--- config.mk ---
export PLATFORM = sky130hd
export DESIGN_NAME = seg_scan_display
export DESIGN_NICKNAME = d
export VERILOG_FILES = /design/src/rtl/seg_scan_display.sv
export SDC_FILE = /design/constraint.sdc
export NUM_CORES = 1
export LEC_CHECK = 0
export CAP_MARGIN = 20
export CORE_AREA = 4 4 115 117
export DETAILED_ROUTE_END_ITERATION = 8
export DIE_AREA = 0 0 119 121
export GPL_ROUTABILITY_DRIVEN = 0
export PLACE_DENSITY = 0.88
export SETUP_SLACK_MARGIN = 0.4
export SLEW_MARGIN = 10
export SYNTH_ARGS = -nofsm -noshare
export SYNTH_HDL_FRONTEND = slang
export SYNTH_SLANG_ARGS = --single-unit
--- constraint.sdc ---
create_clock -name Clk -period 6.2 [get_ports Clk]
set_input_delay 0.93 -clock Clk [delete_from_list [all_inputs] [get_ports Clk]]
set_output_delay 0.93 -clock Clk [all_outputs]
set_load 0.005 [all_outputs]
--- src/rtl/seg_scan_display.sv ---
// Multiplexed 7-segment scan controller: prescaler, digit scan, hex decode,
// decimal points, leading-zero blanking, blink and PWM brightness. New values
// are captured on a load pulse and only become visible at a frame boundary.
module seg_scan_display #(
  parameter int NUM_DIGITS   = 8,
  parameter int SCAN_DIV     = 20000,
  parameter int BLINK_FRAMES = 256
) (
  input  logic                    Clk,
  input  logic                    reset,
  input  logic                    load,
  input  logic [4*NUM_DIGITS-1:0] value,
  input  logic [NUM_DIGITS-1:0]   dp_in,
  input  logic                    blank_lz,
  input  logic                    blink_en,
  input  logic [2:0]              brightness,
  output logic [NUM_DIGITS-1:0]   LEDSEL,
  output logic [7:0]              LEDOUT,
  output logic                    frame_done
);

  localparam int CNT_W = $clog2(SCAN_DIV);
  localparam int IDX_W = $clog2(NUM_DIGITS);
  localparam int BLK_W = $clog2(BLINK_FRAMES + 1);
  localparam logic [31:0] SCAN_DIV_U = SCAN_DIV;

  // Scan position and the latched on-time threshold for the current slot
  logic [CNT_W-1:0]        cnt_reg;
  logic [IDX_W-1:0]        idx_reg;
  logic [31:0]             thr_reg;

  // Pending (loaded) and shown (committed) display contents
  logic [4*NUM_DIGITS-1:0] pend_val_reg;
  logic [NUM_DIGITS-1:0]   pend_dp_reg;
  logic [4*NUM_DIGITS-1:0] shown_val_reg;
  logic [NUM_DIGITS-1:0]   shown_dp_reg;

  // Blink phase (1 = display visible) and frames elapsed in this phase
  logic                    blink_on_reg;
  logic [BLK_W-1:0]        blink_cnt_reg;

  logic                    slot_end;
  logic                    frame_wrap;
  logic [31:0]             thr_next;
  logic [NUM_DIGITS:1]     zero_above;
  logic [NUM_DIGITS-1:0]   blank_mask;
  logic [3:0]              cur_nib;
  logic                    cur_dp;
  logic                    cur_blank;
  logic                    digit_on;
  logic [6:0]              seg_next;
  logic [NUM_DIGITS-1:0]   ledsel_next;
  logic [7:0]              ledout_next;

  // Active-high segment pattern {g,f,e,d,c,b,a}; b and d use lowercase glyphs
  function automatic logic [6:0] hex_to_seg(input logic [3:0] nib);
    case (nib)
      4'h0: hex_to_seg = 7'h3F;
      4'h1: hex_to_seg = 7'h06;
      4'h2: hex_to_seg = 7'h5B;
      4'h3: hex_to_seg = 7'h4F;
      4'h4: hex_to_seg = 7'h66;
      4'h5: hex_to_seg = 7'h6D;
      4'h6: hex_to_seg = 7'h7D;
      4'h7: hex_to_seg = 7'h07;
      4'h8: hex_to_seg = 7'h7F;
      4'h9: hex_to_seg = 7'h6F;
      4'hA: hex_to_seg = 7'h77;
      4'hB: hex_to_seg = 7'h7C;
      4'hC: hex_to_seg = 7'h39;
      4'hD: hex_to_seg = 7'h5E;
      4'hE: hex_to_seg = 7'h79;
      default: hex_to_seg = 7'h71;
    endcase
  endfunction

  assign slot_end   = (cnt_reg == CNT_W'(SCAN_DIV - 1));
  assign frame_wrap = slot_end && (idx_reg == IDX_W'(NUM_DIGITS - 1));

  // On-time threshold: lit for cnt in [1, thr], so brightness 7 gives SCAN_DIV-1 cycles
  assign thr_next = ((32'(brightness) + 32'd1) * SCAN_DIV_U) / 32'd8 - 32'd1;

  // zero_above[k] is set when nibbles k..NUM_DIGITS-1 of the shown value are all zero
  assign zero_above[NUM_DIGITS] = 1'b1;
  assign blank_mask[0] = 1'b0;   // the least significant digit always shows
  generate
    for (genvar gi = 1; gi < NUM_DIGITS; gi++) begin : g_lz
      assign zero_above[gi] = zero_above[gi+1] && (shown_val_reg[4*gi +: 4] == 4'h0);
      assign blank_mask[gi] = blank_lz && zero_above[gi];
    end
  endgenerate

  assign cur_nib   = shown_val_reg[{idx_reg, 2'b00} +: 4];
  assign cur_dp    = shown_dp_reg[idx_reg];
  assign cur_blank = blank_mask[idx_reg];

  // cnt==0 is a guard cycle between digits so adjacent digits never overlap or ghost
  assign digit_on = (cnt_reg != '0) && (32'(cnt_reg) <= thr_reg) &&
                    !(blink_en && !blink_on_reg);

  assign seg_next    = cur_blank ? 7'h7F : ~hex_to_seg(cur_nib);
  assign ledsel_next = digit_on ? ~(NUM_DIGITS'(1) << idx_reg) : '1;
  assign ledout_next = digit_on ? {~cur_dp, seg_next} : 8'hFF;

  // Prescaler, digit index, and per-slot brightness sample taken in the guard cycle
  always_ff @(posedge Clk or posedge reset) begin
    if (reset) begin
      cnt_reg <= '0;
      idx_reg <= '0;
      thr_reg <= '0;
    end else begin
      if (cnt_reg == '0)
        thr_reg <= thr_next;
      if (slot_end) begin
        cnt_reg <= '0;
        idx_reg <= (idx_reg == IDX_W'(NUM_DIGITS - 1)) ? '0 : idx_reg + IDX_W'(1);
      end else begin
        cnt_reg <= cnt_reg + CNT_W'(1);
      end
    end
  end

  // Load into pending; commit at frame wrap, taking a same-cycle load directly
  always_ff @(posedge Clk or posedge reset) begin
    if (reset) begin
      pend_val_reg  <= '0;
      pend_dp_reg   <= '0;
      shown_val_reg <= '0;
      shown_dp_reg  <= '0;
    end else begin
      if (load) begin
        pend_val_reg <= value;
        pend_dp_reg  <= dp_in;
      end
      if (frame_wrap) begin
        shown_val_reg <= load ? value : pend_val_reg;
        shown_dp_reg  <= load ? dp_in : pend_dp_reg;
      end
    end
  end

  // Blink phase: toggles every BLINK_FRAMES frames, held visible while blink is off
  always_ff @(posedge Clk or posedge reset) begin
    if (reset) begin
      blink_on_reg  <= 1'b1;
      blink_cnt_reg <= '0;
    end else if (!blink_en) begin
      blink_on_reg  <= 1'b1;
      blink_cnt_reg <= '0;
    end else if (frame_wrap) begin
      if (blink_cnt_reg == BLK_W'(BLINK_FRAMES - 1)) begin
        blink_cnt_reg <= '0;
        blink_on_reg  <= ~blink_on_reg;
      end else begin
        blink_cnt_reg <= blink_cnt_reg + BLK_W'(1);
      end
    end
  end

  // Registered pin drivers and frame pulse
  always_ff @(posedge Clk or posedge reset) begin
    if (reset) begin
      LEDSEL     <= '1;
      LEDOUT     <= 8'hFF;
      frame_done <= 1'b0;
    end else begin
      LEDSEL     <= ledsel_next;
      LEDOUT     <= ledout_next;
      frame_done <= frame_wrap;
    end
  end

endmodule

Word level (Yosys, flattened, before mapping)
Memory sizes are Yosys's and may differ from the RTL's.
Index checks and enable logic that the tools add are counted.
{"block": "op_classes", "add_sub_neg": 5, "mul": 1, "n_lt_le_gt_ge": 2, "eq_ne": 5, "shifts": 2, "n_mux": 17, "n_bitwise": 4, "reduce_logical": 29}
{"operator": "$le A15 B32 Y1", "n": 1}
{"operator": "$mux W32", "n": 1}
{"operator": "$shiftx A32 B6 Y4", "n": 1}
{"operator": "$logic_not A4 Y1", "n": 7}
{"operator": "$mux W9", "n": 3}
{"operator": "$mux W8", "n": 3}
{"operator": "$logic_and A1 B1 Y1", "n": 17}
{"operator": "$sub A16 B1 Y17 const B", "n": 1}
{"operator": "$add A15 B1 Y15 const B", "n": 1}
{"operator": "$eq A15 B15 Y1 const B", "n": 1}
{"operator": "$logic_not A15 Y1", "n": 1}
{"operator": "$mux W15", "n": 1}
{"operator": "$reduce_bool A15 Y1", "n": 1}
{"operator": "$mul A4 B10 Y14 const B", "n": 1}
{"operator": "$add A9 B1 Y9 const B", "n": 1}
{"operator": "$eq A9 B8 Y1 const B", "n": 1}
{"operator": "$not A8 Y8", "n": 1}
{"operator": "$shl A1 B3 Y8 const A", "n": 1}
{"operator": "$mux W7", "n": 1}
{"operator": "$not A7 Y7", "n": 1}
{"operator": "$bmux W1 S3", "n": 2}
{"operator": "$mux W1", "n": 5}
{"operator": "$add A3 B1 Y4 const B", "n": 1}
{"operator": "$lt A3 B4 Y1 const B", "n": 1}
{"operator": "other kinds (7)", "n": 10}
{"block": "totals", "regBits": 157, "rom_bits": 112, "inputBits": 48, "n_memories": 1}
{"name": "(no name shown)", "words": 16, "width": 7, "read_ports": 1, "rd_ports_with_merged_regs": 0, "write_ports": 0, "line_no": "57", "text": "case (nib)"}

Longest topological paths before layout
Gate-level depths: netlist of the first run.
{"block": "logic_depth", "ltp_word": 12, "depth_mapped": 14, "mapped_depth_nobuf": 14}

Least setup slack after synthesis of the first run
Ideal clock, no wire load.
{"block": "synth_path", "path_type": "input-to-reg", "startpoint": "input port brightness[0]", "endpoint": "register thr_reg[30]", "arrival_time_ps": 3789, "slack_ps": 2345, "cell_stages": 12, "path_buffers": 0, "path_cell_list": "ha_1 -> xor2_1 -> inv_1 -> ha_1 -> ha_1 -> ha_1 -> fa_1 -> xor2_1 -> nor4_1 -> nand2_1 -> nor4b_1 -> a22o_1"}
{"block": "synth_via", "elab_chain_len": 3}
{"item": "from (decl)", "line_no": "16", "text": "input logic [2:0] brightness,"}
{"item": "$add A3 B1 Y4", "line_no": "81", "text": "assign thr_next = ((32'(brightness) + 32'd1) * SCAN_DIV_U) / 32'd8 - 32'd1;"}
{"item": "$mul A4 B10 Y14", "line_no": "81"}
{"item": "$sub A16 B1 Y17", "line_no": "81"}
{"item": "to (signal assigned)", "line_no": "113", "text": "thr_reg <= thr_next;"}
{"item": "to (decl)", "line_no": "30", "text": "logic [31:0] thr_reg;"}
No other way between the ends.
A chain may end at the register's enable or synchronous reset.

Final worst setup path of the first run
Ends and elaborated chain as after synthesis.

==> out/summary.txt, run 1 <==
Total GRT Usage - 21.8%
Post-Syn Nets - 670
antenna viol nets, final - 0
PD cells - 261 mW/mm^2
Critical Path Source Type - primary input
CTS root buf - clkbuf_16
status - completed
Clk Latency, worst-skew pair - 420 ps
cts hold-fix bufs - 0
fin crit share - 74.7%
max cap viols - 0
gr ovfl total - 0
1st-iter DRT viols - 341
DRC viols - 0
Cell Area, Synth - 0.00698 mm^2
Gate Count Post-Synth - 575
PostCTS Resize Cnt - 0
Die Area - 0.0144 mm^2
Total Power - 0.00217 W
leakage power - 3.85 nW
placement-stage cell area - 0.00772 mm^2
Max Clock Freq - 216 MHz
placeable core region - 0.0124 mm^2
TritonRoute pass-1 iters - 5
Worst Tran Pin Value - 1050 ps
CTS Buf Count - 17
Max FO, Critical Path - 6
dpl hpwl - 10.1 mm
final WL - 14.7 mm
syn avg cell area - 12.1 um^2
length in cells of the worst reg-to-reg path - 7
Reg-to-Reg End - blink_cnt_reg[4]
Final Cell Area - 0.00831 mm^2
Area Overhead vs Synth - 19.1%
final setup violation count - 0
H-tree Lvls - 4
Yosys reg bits - 141
antenna diode count - 0
post-synthesis cell type count - 52
Routed WL per cell - 17.8 um
setup tns final - 0 ps
row count - 41
Worst setup EP type - register
Hold Crit Depth - 1
headroom to the max-slew limit - 30.0%
worst min-delay path class - register to register
Setup CP Type - primary input to register
post-synthesis sequential area ratio - 50.9%
CTS Buffer Depth - 2
clock slew at reported path FFs - 60 ps
CTS sink cnt - 141
Reg2Reg Setup Slack - 2970 ps
WP data required - 6560 ps
Hold WS - 481 ps
first-pass GRT wire length - 24.7 mm
clock skew - 8.77 ps
postcts setup bufs - 0
CTS tree - built
Max Transition Viols Final - 0
filler cell count - 843
fin crit period - 4630 ps
layout cells sized above 1 - 21.1%
largest net degree at the start of global routing - 93
end of the worst hold path - shown_dp_reg[4]
R2R Path Start - cnt_reg[1]
worst endpoint data arrival time - 4990 ps
number of global-route vias before repair - 4950
Post-synth EDFFs - 0
DR vias - 4703
Port Buffers - 64
RSZ-0062 raised after global routing - false
Min-Delay Startpoint - shown_dp_reg[4]
Worst VDD drop - 168 uV
Die Width - 119 um
num ports - 65
NumNets Final - 735
YS warnings - 0
Fin. Hold Viols - 0
chip height - 121 um
Initial Utilization - 56.5%
Async S/R FF share, synth - 100%
DR vias/cell - 5.70
initial antenna violation count - 0
dominant synthesized flop cell - dfrtp_1
[worst max path at each step]
stage / startpoint / end / slack, ps / cells past startpoint
after floorplan: reset / blink_cnt_reg[0] / 1520 / 1
after global placement: brightness[0] / thr_reg[30] / 1570 / 13
after detailed placement: brightness[0] / thr_reg[30] / 1290 / 13
after CTS: brightness[0] / thr_reg[30] / 1650 / 13
after global routing: brightness[0] / thr_reg[30] / 1420 / 13
final: brightness[0] / thr_reg[30] / 1570 / 13
[power by group]
group	switching [W]	internal, W	total [W]
Sequential	0.0000190	0.000969	0.000988
Combinational	0.000127	0.000112	0.000239
Clock	0.000391	0.000551	0.000942
Total	0.000537	0.00163	0.00217
[cell usage after synthesis (16+ instances only)]
| cell type | number | area share, % |
|---|---|---|
| dfrtp_1 | 124 | 44 |
| mux2_2 | 66 | 11 |
| ha_1 | 46 | 8.2 |
| nand2_1 | 42 | 2.3 |
| inv_1 | 29 | 1.6 |
| nand3_1 | 27 | 1.9 |
| nor2_1 | 25 | 1.3 |
| a21oi_1 | 23 | 1.6 |
| o21ai_0 | 20 | 1.4 |
| dfstp_2 | 17 | 6.4 |
| mux2_1 | 16 | 2.6 |
| xnor2_1 | 16 | 2.0 |
[metal layers]
layer  track usage, %  wire length [um]  share of wire (%)  vias up
met5                0                 0                  0        -
met4             10.1               464                3.2        0
met3             4.90               609                4.1       38
met2             36.9              7490                 51      127
met1             26.6              6160                 42     2369
li1                 -                 -                  -     2169
[worst max-delay path: stages]
cell             delay, ps
clkdlybuf4s50_1        640
ha_1                   340
xor2_1                 280
inv_1                  180
ha_1                   350
ha_1                   290
ha_1                   350
fa_1                   470
xor2_1                 200
nor4_1                 330
nand2_1                150
nor4b_1                310
a22o_1                 160
[cell families after synthesis]
logic type	Yosys count	share of synthesized area, %
buffers and inverters	51	3.28
multiplexers	98	17.4
AO/OA/AOI/OAI	66	5.70
AND/OR/NAND/NOR	146	11.0
adder cells (fa/ha/maj)	47	8.53
XOR/XNOR	26	3.26
flip-flops	141	50.9
[layout make-up]
cell class	count	area (um^2)	area share, %
tap	172	215	2.59
clock inverter	13	116	1.40
clock buffer	19	433	5.21
sequential	141	3550	42.7
multi-input combinational	383	3200	38.5
inverter	30	115	1.38
timing repair buffer	67	682	8.20
[metrics by stage]
step / instances / setup slack [ps] / util (%)
2_1_floorplan: 575 / 1520 / -
3_3_place_gp: 791 / 1570 / 62.5
3_5_place_dp: 791 / 1290 / 62.5
4_1_cts: 823 / 1650 / 66.9
5_1_grt: 825 / 1420 / 67.2
6_report: 825 / 1570 / 67.2
[cells in the final DEF, fill, tap and decap left out, types with 3 or more instances in the layout]
cell type,count
clkdlybuf4s50_1,63
o21ai_0,20
nand2b_1,3
xor2_1,10
nand3_1,27
a211oi_1,3
and2_1,3
and4_1,3
nor2_1,25
mux4_2,10
nor2b_1,4
mux2i_1,5
and3_1,4
clkinv_2,4
a21oi_1,23
xnor2_1,16
dfrtp_1,124
ha_1,46
nor4_1,10
o21bai_1,3
mux2_1,16
nand2_1,42
dfstp_2,17
nand4_1,7
a21boi_1,3
inv_1,28
clkbuf_16,17
mux2_2,66
clkinvlp_4,3
clkinv_4,3
No activity file was read; power rests on OpenSTA's default activity.
==> inputs of run 2 (changes only) <==
CORE_AREA = 4 4 121 123   (was 4 4 115 117)
DIE_AREA = 0 0 125 127   (was 0 0 119 121)
PLACE_DENSITY = 0.85   (was 0.88)
clock period = 4.2 ns   (was 6.2 ns; I/O delays follow)
==> run 2 against run 1 <==
- first-iteration DRC count fell by 36%
- clock-buffer cell count shrank 1
- final area grew 1.9%
- setup slack lost 960 ps
- clock power rose by 61%
- sequential share of layout area down 0.81 points
- critical path depth shrank 1
- power rose by 54%
- cell count grew 2.1%
- hold slack worse by 0.96 ps
- die area increased by 10%
- critical endpoint unchanged
==> out/summary.txt, run 2 (synthesis results as in run 1) <==
Reg2Reg Setup Slack - 1500 ps (-1470 ps)
commonest non-fill, non-tap cells in the layout - dfrtp_1, mux2_2, clkdlybuf4s50_1
setup tns final - 0 ps (unchanged)
Total Power - 0.00334 W (+54%)
chip height - 127 um (+5.0%)
leakage power - 3.92 nW (+1.8%)
CTS sink cnt - 141 (unchanged)
number of global-route vias before repair - 4939 (-0.22%)
largest net degree at the start of global routing - 125 (+34%)
initial antenna violation count - 0 (unchanged)
row count - 43 (+4.9%)
Worst setup EP type - register
DR vias - 4691 (-0.26%)
worst endpoint data arrival time - 3940 ps (-1050 ps)
CTS root buf - clkbuf_16
Max Transition Viols Final - 0 (unchanged)
num ports - 65 (unchanged)
Initial Utilization - 51.1% (-5.4 points)
Min-Delay Startpoint - thr_reg[12]
Fin. Hold Viols - 0 (unchanged)
DR vias/cell - 5.57 (-2.3%)
CTS Buf Count - 17 (unchanged)
final setup violation count - 0 (unchanged)
Max Clock Freq - 278 MHz
RSZ-0062 raised after global routing - false
gr ovfl total - 0 (unchanged)
worst min-delay path class - register to register
dpl hpwl - 10.1 mm (-0.10%)
1st-iter DRT viols - 218 (-36%)
H-tree Lvls - 4 (unchanged)
PD cells - 394 mW/mm^2 (+51%)
status - completed
Setup CP Type - primary input to register
commonest non-fill, non-tap cell in the layout - dfrtp_1
Worst Tran Pin Value - 743 ps (-307 ps)
Total GRT Usage - 19.0% (-2.8 points)
TritonRoute pass-1 iters - 5 (unchanged)
antenna viol nets, final - 0 (unchanged)
Area Overhead vs Synth - 21.4%
fin crit share - 85.5%
final WL - 14.4 mm (-2.2%)
WP data required - 4550 ps (-2010 ps)
Routed WL per cell - 17.1 um (-4.2%)
R2R Path Start - idx_reg[1]
first-pass GRT wire length - 24.5 mm (-0.59%)
Hold Crit Depth - 2 (+1)
clock skew - 6.05 ps (-2.73 ps)
max cap viols - 0 (unchanged)
NumNets Final - 744 (+1.2%)
fin crit period - 3590 ps
Reg-to-Reg End - LEDOUT[0]
Hold WS - 480 ps (-0.965 ps)
postcts setup bufs - 0 (unchanged)
CTS tree - built
Port Buffers - 64 (unchanged)
Critical Path Source Type - primary input
DRC viols - 0 (unchanged)
placeable core region - 0.0137 mm^2 (+11%)
layout cells sized above 1 - 23.1% (+2.0 points)
end of the worst hold path - thr_reg[12]
placement-stage cell area - 0.00784 mm^2 (+1.4%)
length in cells of the worst reg-to-reg path - 8 (+1)
clock slew at reported path FFs - 60 ps (about the same)
Worst VDD drop - 278 uV (+66%)
Max FO, Critical Path - 3 (-3)
Die Width - 125 um (+5.0%)
headroom to the max-slew limit - 49.0% (+19 points)
antenna diode count - 0 (unchanged)
Final Cell Area - 0.00847 mm^2 (+1.9%)
Die Area - 0.0159 mm^2 (+10%)
CTS Buffer Depth - 2 (unchanged)
Clk Latency, worst-skew pair - 410 ps (about the same)
==> run 2: cell count changes in the layout (fill, tap and decap cells not counted), sizes merged <==
cell	change
clkbuf	-1
inv	-1
bufinv	+2
clkinvlp	+1
clkinv	-1
buf	+8
clkdlybuf4s50	+1
==> run 2: critical path, cell delays in order <==
cell,delay (ps)
clkdlybuf4s50_1,500
ha_1,200
xor2_1,190
inv_1,80
ha_1,310
ha_1,280
ha_1,350
fa_2,530
nor4_4,320
nand2_1,140
nor4b_2,260
a22o_1,150
==> run 2: per-stage QoR <==
| stage | utilization [%] | cells | setup slack, ps |
|---|---|---|---|
| 2_1_floorplan | - | 575 | 645 |
| 3_3_place_gp | 57.3 | 810 | 90.5 |
| 3_5_place_dp | 57.3 | 810 | -7.97 |
| 4_1_cts | 61.8 | 842 | 408 |
| 5_1_grt | 62.0 | 842 | 402 |
| 6_report | 62.0 | 842 | 608 |
==> run 2: worst max path at each step <==
stage | slack [ps] | from | cells after the start | endpoint
2_1_floorplan | 640 | brightness[0] | 12 | thr_reg[30]
3_3_place_gp | 90 | brightness[0] | 13 | thr_reg[30]
3_5_place_dp | -8 | brightness[0] | 13 | thr_reg[30]
4_1_cts | 410 | brightness[0] | 13 | thr_reg[30]
5_1_grt | 400 | brightness[0] | 12 | thr_reg[30]
6_report | 610 | brightness[0] | 12 | thr_reg[30]
==> run 2: power breakdown <==
| group | internal [W] | total, W | switching, W |
|---|---|---|---|
| Sequential | 0.00143 | 0.00146 | 0.0000258 |
| Clock | 0.000950 | 0.00152 | 0.000569 |
| Combinational | 0.000172 | 0.000362 | 0.000190 |
| Total | 0.00255 | 0.00334 | 0.000786 |
==> run 2: layer usage <==
layer  share of wire (%)  wire (um)  GRT usage [%]
met1                  42       6100           23.4
met2                  52       7510           33.2
met3                 3.9        559           4.56
met4                 1.6        229           6.12
met5                   0          0              0
==> run 2: layout make-up <==
cell class / count / area [um^2]
timing repair buffer: 76 / 743
multi-input combinational: 383 / 3230
sequential: 141 / 3550
tap: 180 / 225
inverter: 30 / 116
fill: 967 / 5190
clock inverter: 14 / 168
clock buffer: 18 / 439
==> run 2: repair_timing <==
action	4_1_cts	5_1_grt
hold buffers	0	0
resized for setup	0	6
setup endpoints to repair	0	3
hold endpoints to repair	0	0
==> inputs of run 3 (changes only) <==
MAX_ROUTING_LAYER = met4   (was not set)
SETUP_SLACK_MARGIN = 0.5   (was 0.4)
==> run 3 against run 2 <==
- global-route usage up 0.70 points
- register-to-register slack about the same
- highest routed layer unchanged
- non-clock buffer count grew 3
- cell count is 0.36% higher
- critical path depth increased by 2
==> out/summary.txt, run 3 (synthesis results as in run 1) <==
DR vias/cell - 5.56 (-0.21%)
Fin. Hold Viols - 0 (unchanged)
commonest non-fill, non-tap cell in the layout - dfrtp_1
antenna viol nets, final - 0 (unchanged)
Worst setup EP type - register
Final Core Density - 62.5% (+0.44 points)
CTS Buffer Depth - 2 (unchanged)
DRC viols - 0 (unchanged)
first-pass GRT wire length - 24.6 mm (+0.42%)
PD cells - 392 mW/mm^2 (-0.35%)
Initial Utilization - 51.1% (unchanged)
Hold WS - 480 ps (-0.289 ps)
Worst VDD drop - 283 uV (+1.8%)
Routed WL per cell - 17.3 um (+0.97%)
headroom to the max-slew limit - 49.2% (+0.16 points)
worst slack, placed - -7.97 ps (unchanged)
H-tree Lvls - 4 (unchanged)
dpl hpwl - 10.1 mm (unchanged)
leakage power - 3.93 nW (+0.35%)
Total GRT Usage - 19.7% (+0.70 points)
num ports - 65 (unchanged)
Clk Latency, worst-skew pair - 420 ps (about the same)
placeable core region - 0.0137 mm^2 (unchanged)
commonest non-fill, non-tap cells in the layout - dfrtp_1, mux2_2, clkdlybuf4s50_1
CTS root buf - clkbuf_16
setup slack after layout - 663 ps (+55.1 ps)
Worst Tran Pin Value - 741 ps (-2.36 ps)
fin crit period - 3540 ps (-55.1 ps)
CTS Buf Count - 17 (unchanged)
Max Transition Viols Final - 0 (unchanged)
CTS sink cnt - 141 (unchanged)
Max FO, Critical Path - 3 (unchanged)
initial antenna violation count - 0 (unchanged)
worst endpoint data arrival time - 3900 ps (-40 ps)
clock skew - 10.1 ps (+4.08 ps)
chip height - 127 um (unchanged)
clock slew at reported path FFs - 60 ps (about the same)
Max Clock Freq - 283 MHz (+1.6%)
Critical Path Source Type - primary input
TritonRoute pass-1 iters - 5 (unchanged)
gr ovfl total - 0 (unchanged)
number of global-route vias before repair - 4946 (+0.14%)
DR vias - 4698 (+0.15%)
final WL - 14.6 mm (+1.3%)
row count - 43 (unchanged)
filler cell count - 965 (-0.21%)
cts hold-fix bufs - 0 (unchanged)
worst min-delay path class - register to register
CTS tree - built
fin crit share - 84.2% (-1.3 points)
antenna diode count - 0 (unchanged)
Setup CP Type - primary input to register
Die Width - 125 um (unchanged)
1st-iter DRT viols - 255 (+17%)
largest net degree at the start of global routing - 125 (unchanged)
Die Area - 0.0159 mm^2 (unchanged)
max cap viols - 0 (unchanged)
RSZ-0062 raised after global routing - false
final setup violation count - 0 (unchanged)
Area Overhead vs Synth - 22.3%
layout cells sized above 1 - 24.2% (+1.1 points)
WP data required - 4560 ps (about the same)
status - completed
Port Buffers - 64 (unchanged)
NumNets Final - 747 (+0.40%)
## run 3: cell types whose count changed in the layout (fill, tap and decap cells not counted), sizes merged
| cell | change |
|---|---|
| clkdlybuf4s50 | -1 |
| dlymetal6s2s | +1 |
| inv | -1 |
| buf | +3 |
| clkinvlp | +1 |
## run 3: metal layers
layer	up-vias	track usage, %	wire length (um)	share of wire (%)
li1	2188	-	-	-
met1	2354	23.5	6060	42
met2	133	33.4	7610	52
met3	23	4.81	678	4.6
met4	0	5.93	242	1.7
met5	-	-	0	0
## run 3: what timing repair did
item                                   in CTS  in global routing
pin swaps                                   1                  4
endpoints found under the hold margin       0                  0
setup endpoints to repair                   1                  3
resized for setup                           1                 10
buffers inserted                            0                  3
## run 3: cell type report
| class | count | area (um^2) | area share (%) |
|---|---|---|---|
| clock buffers | 18 | 439 | 5.15 |
| well taps | 180 | 225 | 2.64 |
| repair buffers | 79 | 768 | 9.00 |
| clock inverters | 14 | 168 | 1.96 |
| inverters | 30 | 120 | 1.41 |
| flip-flops and latches | 141 | 3550 | 41.6 |
| multi-input cells | 383 | 3260 | 38.2 |
## run 3: report_power, final
group,leakage [nW],switching (W),internal (W),total [W]
Sequential,1.77,0.0000256,0.00143,0.00146
Combinational,1.87,0.000190,0.000181,0.000370
Clock,0.292,0.000574,0.000949,0.00152
## run 3: worst paths after layout
| kind | cells after the start | end | slack, ps | start |
|---|---|---|---|---|
| max | 14 | thr_reg[30] | 660 | brightness[1] |
| min | 2 | thr_reg[12] | 480 | thr_reg[12] |
| max reg2reg | 8 | LEDOUT[0] | 1500 | idx_reg[1] |
| min reg2reg | 2 | thr_reg[12] | 480 | thr_reg[12] |
| max in group asynchronous | 3 | shown_val_reg[1] | 2690 | reset |
| min in group asynchronous | 2 | pend_val_reg[27] | 560 | reset |
## run 3: per-stage QoR
step | total power (W) | cells | TNS (ps) | cell area [um^2]
2_1_floorplan | 0.00170 | 575 | 0 | 6980
3_3_place_gp | 0.00180 | 810 | 0 | 7840
3_5_place_dp | 0.00183 | 810 | -7.97 | 7840
4_1_cts | 0.00335 | 842 | 0 | 8450
5_1_grt | 0.00348 | 845 | 0 | 8530
6_report | 0.00335 | 845 | 0 | 8530
## run 3: worst max-delay path, stage by stage
cell and delay, ps:
clkdlybuf4s50_1 490, ha_2 220, xor2_2 180, inv_1 80, ha_1 350, ha_4 160
o21bai_1 150, ha_1 270, ha_1 330, xor2_1 180, nor4_2 340, nand2_1 140
nor4b_2 220, a22o_1 150
